## src/rtl/nand_exerciser.sv

```systemverilog
// Clocked stimulus/check wrapper for a NAND path: sweeps a/b through 00,01,10,11,
// samples the returned value on the last hold cycle of each vector and counts mismatches.
module nand_exerciser #(
  parameter int HOLD_CYCLES = 4,
  parameter int PASSES      = 1,
  parameter int ERR_W       = 8
) (
  input  logic             clk,
  input  logic             rst,
  input  logic             start,
  output logic             a_out,
  output logic             b_out,
  input  logic             dut_in,
  output logic             busy,
  output logic             done,
  output logic             pass,
  output logic [ERR_W-1:0] err_count,
  output logic [1:0]       vec_idx
);

  localparam int HOLD_W = (HOLD_CYCLES > 1) ? $clog2(HOLD_CYCLES) : 1;
  localparam int PASS_W = (PASSES > 1) ? $clog2(PASSES) : 1;
  localparam logic [HOLD_W-1:0] HOLD_LAST = HOLD_W'(HOLD_CYCLES - 1);
  localparam logic [PASS_W-1:0] PASS_LAST = PASS_W'(PASSES - 1);

  typedef enum logic [1:0] {
    ST_IDLE  = 2'd0,
    ST_DRIVE = 2'd1,
    ST_DONE  = 2'd2
  } state_t;

  state_t            state_q,    state_d;
  logic [HOLD_W-1:0] hold_cnt_q, hold_cnt_d;
  logic [PASS_W-1:0] pass_cnt_q, pass_cnt_d;
  logic [1:0]        vec_idx_q,  vec_idx_d;
  logic [ERR_W-1:0]  err_q,      err_d;
  logic              busy_q,     busy_d;
  logic              done_q,     done_d;
  logic              pass_q,     pass_d;
  logic [ERR_W-1:0]  err_nxt_s;
  logic              mismatch_s;

  // Counter increment that sticks at all-ones instead of wrapping.
  function automatic logic [ERR_W-1:0] sat_inc(input logic [ERR_W-1:0] v);
    logic [ERR_W-1:0] r;
    if (v == {ERR_W{1'b1}}) begin
      r = v;
    end else begin
      r = v + ERR_W'(1);
    end
    return r;
  endfunction

  assign a_out     = vec_idx_q[1];
  assign b_out     = vec_idx_q[0];
  assign vec_idx   = vec_idx_q;
  assign busy      = busy_q;
  assign done      = done_q;
  assign pass      = pass_q;
  assign err_count = err_q;

  // Expected NAND value comes straight from the registered vector being driven.
  assign mismatch_s = (dut_in != ~(vec_idx_q[1] & vec_idx_q[0]));
  assign err_nxt_s  = mismatch_s ? sat_inc(err_q) : err_q;

  // Next-state and output decode.
  always_comb begin
    state_d    = state_q;
    hold_cnt_d = hold_cnt_q;
    pass_cnt_d = pass_cnt_q;
    vec_idx_d  = vec_idx_q;
    err_d      = err_q;
    busy_d     = busy_q;
    done_d     = done_q;
    pass_d     = pass_q;
    case (state_q)
      ST_IDLE, ST_DONE: begin
        if (start) begin
          state_d    = ST_DRIVE;
          hold_cnt_d = {HOLD_W{1'b0}};
          pass_cnt_d = {PASS_W{1'b0}};
          vec_idx_d  = 2'd0;
          err_d      = {ERR_W{1'b0}};
          busy_d     = 1'b1;
          done_d     = 1'b0;
          pass_d     = 1'b0;
        end else begin
          state_d = state_q;
        end
      end
      ST_DRIVE: begin
        if (hold_cnt_q == HOLD_LAST) begin
          hold_cnt_d = {HOLD_W{1'b0}};
          err_d      = err_nxt_s;
          vec_idx_d  = vec_idx_q + 2'd1;
          if (vec_idx_q == 2'd3) begin
            if (pass_cnt_q == PASS_LAST) begin
              state_d    = ST_DONE;
              pass_cnt_d = {PASS_W{1'b0}};
              vec_idx_d  = 2'd0;
              busy_d     = 1'b0;
              done_d     = 1'b1;
              pass_d     = (err_nxt_s == {ERR_W{1'b0}});
            end else begin
              pass_cnt_d = pass_cnt_q + PASS_W'(1);
            end
          end else begin
            pass_cnt_d = pass_cnt_q;
          end
        end else begin
          hold_cnt_d = hold_cnt_q + HOLD_W'(1);
        end
      end
      default: begin
        state_d    = ST_IDLE;
        hold_cnt_d = {HOLD_W{1'b0}};
        pass_cnt_d = {PASS_W{1'b0}};
        vec_idx_d  = 2'd0;
        err_d      = {ERR_W{1'b0}};
        busy_d     = 1'b0;
        done_d     = 1'b0;
        pass_d     = 1'b0;
      end
    endcase
  end

  // State and output registers; rst aborts any run without a done pulse.
  always_ff @(posedge clk) begin
    if (rst) begin
      state_q    <= ST_IDLE;
      hold_cnt_q <= {HOLD_W{1'b0}};
      pass_cnt_q <= {PASS_W{1'b0}};
      vec_idx_q  <= 2'd0;
      err_q      <= {ERR_W{1'b0}};
      busy_q     <= 1'b0;
      done_q     <= 1'b0;
      pass_q     <= 1'b0;
    end else begin
      state_q    <= state_d;
      hold_cnt_q <= hold_cnt_d;
      pass_cnt_q <= pass_cnt_d;
      vec_idx_q  <= vec_idx_d;
      err_q      <= err_d;
      busy_q     <= busy_d;
      done_q     <= done_d;
      pass_q     <= pass_d;
    end
  end

endmodule

```

## config.mk

```make
export PLATFORM = sky130hd
export DESIGN_NAME = nand_exerciser
export DESIGN_NICKNAME = d
export VERILOG_FILES = /design/src/rtl/nand_exerciser.sv
export SDC_FILE = /design/constraint.sdc
export NUM_CORES = 1
export LEC_CHECK = 0
export ABC_AREA = 1
export BUFFER_PORTS_ARGS = -buffer_cell sky130_fd_sc_hd__buf_2
export CAP_MARGIN = 30
export CORE_UTILIZATION = 56
export DETAILED_ROUTE_END_ITERATION = 8
export GPL_ROUTABILITY_DRIVEN = 0
export PLACE_DENSITY = 0.82
export SLEW_MARGIN = 10
export SYNTH_ARGS = -nofsm -noshare
export SYNTH_HDL_FRONTEND = slang
export SYNTH_SLANG_ARGS = --single-unit
```

## constraint.sdc

```tcl
create_clock -name clk -period 2.6 [get_ports clk]
set_input_delay 0.13 -clock clk [delete_from_list [all_inputs] [get_ports clk]]
set_output_delay 0.13 -clock clk [all_outputs]
set_load 0.01 [all_outputs]
```

# Word-level counts from Yosys, hierarchy flattened
# Index checks and enable logic that the tools add are counted.
# classes
n_eq_ne	10
muxes	35
add_sub_neg	4
bitwise	2
reduce_logical	6
# op_table
operator	count
$mux W8	4
$mux W2	9
$pmux W8 S2	1
$mux W1	14
$pmux W2 S2	3
$add A8 B1 Y8 const B	1
$eq A8 B8 Y1 const B	1
$logic_not A8 Y1	1
$ne A2 B2 Y1 const B	4
$pmux W1 S2	4
$eq A2 B2 Y1 const B	3
$add A2 B1 Y2 const B	2
$reduce_and A4 Y1	1
$reduce_and A3 Y1	1
$eq A2 B1 Y1 const B	1
$logic_not A2 Y1	1
$reduce_and A2 Y1	1
$reduce_or A2 Y1	1
$add A1 B1 Y1 const B	1
$and A1 B1 Y1	1
$ne A1 B1 Y1	1
$not A1 Y1	1
# totals
register_bits	18
in_bits	4
elab_cells	65
output_inout_bits	15

# Longest topological paths before layout
# depth
word_depth	9
depth_mapped	12
ltp_nobuf	12

# Worst setup path after synthesis
# No wires, ideal clock.
# synth_path
path_kind	flip-flop to flip-flop
startpoint	reg err_q[0], in the netlist err_count[0]
endpoint	reg pass_q, in the netlist pass
path_stages_with_launch	10
path_slack_ns	1.130
t_arrival_ns	1.357
required_time_ns	2.487
setup_ns	0.113
n_path_buf	0
path_cell_list	dfxtp_1 -> ha_1 -> nand2_1 -> nor2_2 -> nand2_4 -> nand3_1 -> xor2_1 -> nor2_1 -> nand3_1 -> nand2_1
# synth_via
elab_chain_len	8
word_cells_on_any_way	9
cone_classes	add/sub: 1; eq/ne: 1; mux: 6; reduce/logical: 1
# synth_lines
item	line_no	text
from (decl)	36	logic [ERR_W-1:0] err_q, err_d;
from (signal assigned)	134	err_q <= {ERR_W{1'b0}};
from (signal assigned)	143	err_q <= err_d;
$add A8 B1 Y8 or $eq A8 B8 Y1 (tied branches)	49, 46	
$mux W8	46	if (v == {ERR_W{1'b1}}) begin
$mux W8 (*)	64	assign err_nxt_s = mismatch_s ? sat_inc(err_q) : err_q;
$logic_not A8 Y1 (*)	103	pass_d = (err_nxt_s == {ERR_W{1'b0}});
$mux W1 (*)	97	if (pass_cnt_q == PASS_LAST) begin
$mux W1 (*)	96	if (vec_idx_q == 2'd3) begin
$mux W1 (*)	92	if (hold_cnt_q == HOLD_LAST) begin
$pmux W1 S2 (*)	76	case (state_q)
to (signal assigned)	146	pass_q <= pass_d;
to (decl)	39	logic pass_q, pass_d;
# Mark *: on every way between the ends. The rest lies on a longest branch, timed or not. The select of a mux whose other input is x is not followed.
# A chain may end at the register's enable or synchronous reset.

# Final worst setup path
# Ends and elaborated chain as after synthesis.

==> results_dict.tcl <==
set metrics [dict create \
    status "complete, no violations" \
    ant_nets 0 \
    syn-num-nets 142 \
    muxShareOfSynthArea_pct 0 \
    dpl.hpwl_mm 1.552 \
    drv_slew 0 \
    cp-end-kind "flop" \
    netlist.area_leader.share_pct 34.78 \
    core_area_um2 1524 \
    ys_ff_latch 16 \
    setup_viol 0 \
    worstHoldPathType "primary input to flop" \
    grt_pass1_vias 802 \
    start_util_pct 60.43 \
    wl_mm 1.930 \
    postSynthAreaPerCell_um2 6.821 \
    ir_drop_mv 0.2807 \
    worstPathRequired_ps 2790 \
    htreeDepth 1 \
    antenna_found_initial 0 \
    seq_area_frac_synth_pct 34.78 \
    vias_per_cell 5.435 \
    cp.arrival_ps 1830 \
    hold_viol 0 \
    diodes 0 \
    drt_iter0_drc 26 \
    synth_cell_types 23 \
    cp_max_fo 8 \
    cts-resized-gates 0 \
    maxCapViolCount 0 \
    clk_latency_ps 280 \
    critPathLaunchType "flop" \
    finClkSkew_ps 4.533 \
    power.density_nw_per_um2 461.1 \
    nets 161 \
    setup-tns-final_ps 0 \
    route.detailed.drc 0 \
    grt_max_degree 12 \
    io_pins 19 \
    clockBufferDepth 2 \
    placedCellCount 165 \
    crit_type "flop to flop" \
    numCtsBuffers 3 \
    p_leak_nw 0.5176 \
    vias 913 \
    synth_fa_ha_area_share_pct 4.076 \
    yosys.area_share.simple_pct 40.76 \
    fmax_mhz 609.4 \
    wl_per_cell_um 11.49 \
    die_x_um 42.55 \
    cts.clk_slew.worst_paths_ps 90 \
    finalCritPeriodShare_pct 63.11 \
    num_rows 14 \
    dpl_worst_slack_ps 992.1 \
    syn-cell-area_um2 920.9 \
    netlist_top_cells_area "dfxtp_1, nand2_1, nand3_1" \
    tightestPinTransition_ps 508.1 \
    cts_sinks 16 \
    firstDrtPassIters 4 \
    syn_to_final_growth_pct 11.69 \
    syn_inst 135 \
    rsz0062_at_grt "no" \
    die-area_um2 1811 \
    synth_top_family_by_area "simple AND/OR/NAND/NOR gates" \
    cts_tree "done" \
    synth_xor_area_share_pct 1.902 \
    ctsHoldBuffers 0 \
    drive_gt1_share_pct 21.71 \
    overflow 0 \
    instances_no_fill 168 \
    synth_compound_area_share_pct 8.424 \
    io_buffers 18 \
    setup_slack_ps 959.1 \
    cts-root-buf "clkbuf_4" \
    cts_setup_buffers 0 \
    die_h_um 42.55 \
    synth_warnings 0 \
    fillCellCount 147 \
    grt_pass1_wl_mm 3.263 \
    fin_crit_ps 1641 \
    synth_area_leader_cell "dfxtp_1" \
    relSlewSlack_pct 65.87 \
    track_usage_pct 23.73 \
]
## cell families after synthesis
logic type	count (synthesis)
XOR/XNOR	2
flip-flops	16
adder cells (fa/ha/maj)	3
buffers and inverters	22
AO/OA/AOI/OAI	13
AND/OR/NAND/NOR	79
## cell usage in the layout, fill, tap and decap left out
cell type,instances
nand2_1,38
inv_1,18
nand3_1,18
buf_2,18
dfxtp_1,16
nor2_1,8
o22ai_1,5
o21ai_0,4
nor2_2,3
nand4_1,3
ha_1,3
clkbuf_4,3
or2_2,2
nand2_2,2
nand2_4,2
a21oi_1,2
nor2_4,1
xor2_1,1
o21ai_2,1
xnor2_1,1
nor3_1,1
nand3b_2,1
a22oi_1,1
## per-stage QoR
step	power [W]	cell area [µm²]	hold WS, ps	util, %
after floorplan	0.0003340	920.9	199.1	-
after global placement	0.0003505	1006	319.9	66.01
after detailed placement	0.0003535	1006	326.0	66.01
after CTS	0.0004769	1028	20.80	67.49
after global routing	0.0004981	1028	32.87	67.49
final	0.0004742	1028	20.70	67.49
## synth_stat cells, drive strengths merged
library cell  number
nand2             42
inv               18
nand3             18
dfxtp             16
nor2              12
o21ai              5
o22ai              5
buf                4
ha                 3
nand4              3
a21oi              2
or2                2
a22oi              1
nand3b             1
nor3               1
xnor2              1
xor2               1
## registers in the layout (all words and copies together), names as in the netlist
register    flops
err_count       8
hold_cnt_q      2
state_q         2
vec_idx         2
busy            1
pass            1
## report_power, final
part            total, W  internal (W)  switching [W]
clock           0.000127     0.0000538      0.0000729
combinational  0.0000814     0.0000294      0.0000520
sequential      0.000266      0.000257     0.00000900
## path summary, 6_finish.rpt
check	cells past startpoint	slack [ps]	startpoint	end
worst max-delay path	9	960	err_count[0]$_SDFFE_PP0P_	pass$_SDFFE_PP0P_
worst min-delay path	2	20	rst	hold_cnt_q[1]$_SDFFE_PP0P_
worst max register to register	9	960	err_count[0]$_SDFFE_PP0P_	pass$_SDFFE_PP0P_
worst min register to register	2	460	busy$_SDFFE_PP0P_	busy$_SDFFE_PP0P_
## worst max-delay path: stages, from the launching register on
cell	delay, ps
dfxtp_1	430
ha_1	240
nand2_1	100
nor2_2	170
nand2_4	110
nand3_1	100
xor2_1	210
nor2_1	70
nand3_1	60
nand2_1	50
## final cells by class
type / instances / area (µm²) / share of cell area, %
multi-input combinational: 97 / 508.0 / 49.39
clock buffer: 3 / 22.52 / 2.190
sequential: 16 / 320.3 / 31.14
tap: 16 / 20.02 / 1.946
timing repair buffer: 18 / 90.09 / 8.759
inverter: 18 / 67.56 / 6.569
## per-layer routing
| layer | up-vias | global-route usage [%] | part of all wire [%] |
|---|---|---|---|
| met3 | 11 | 3.017 | 5.5 |
| met1 | 395 | 27.81 | 41 |
| met2 | 39 | 40.62 | 49 |
| met5 | - | 0 | 0 |
| li1 | 468 | - | - |
| met4 | 0 | 14.37 | 4.4 |
Power figures use the tool's default switching activity.
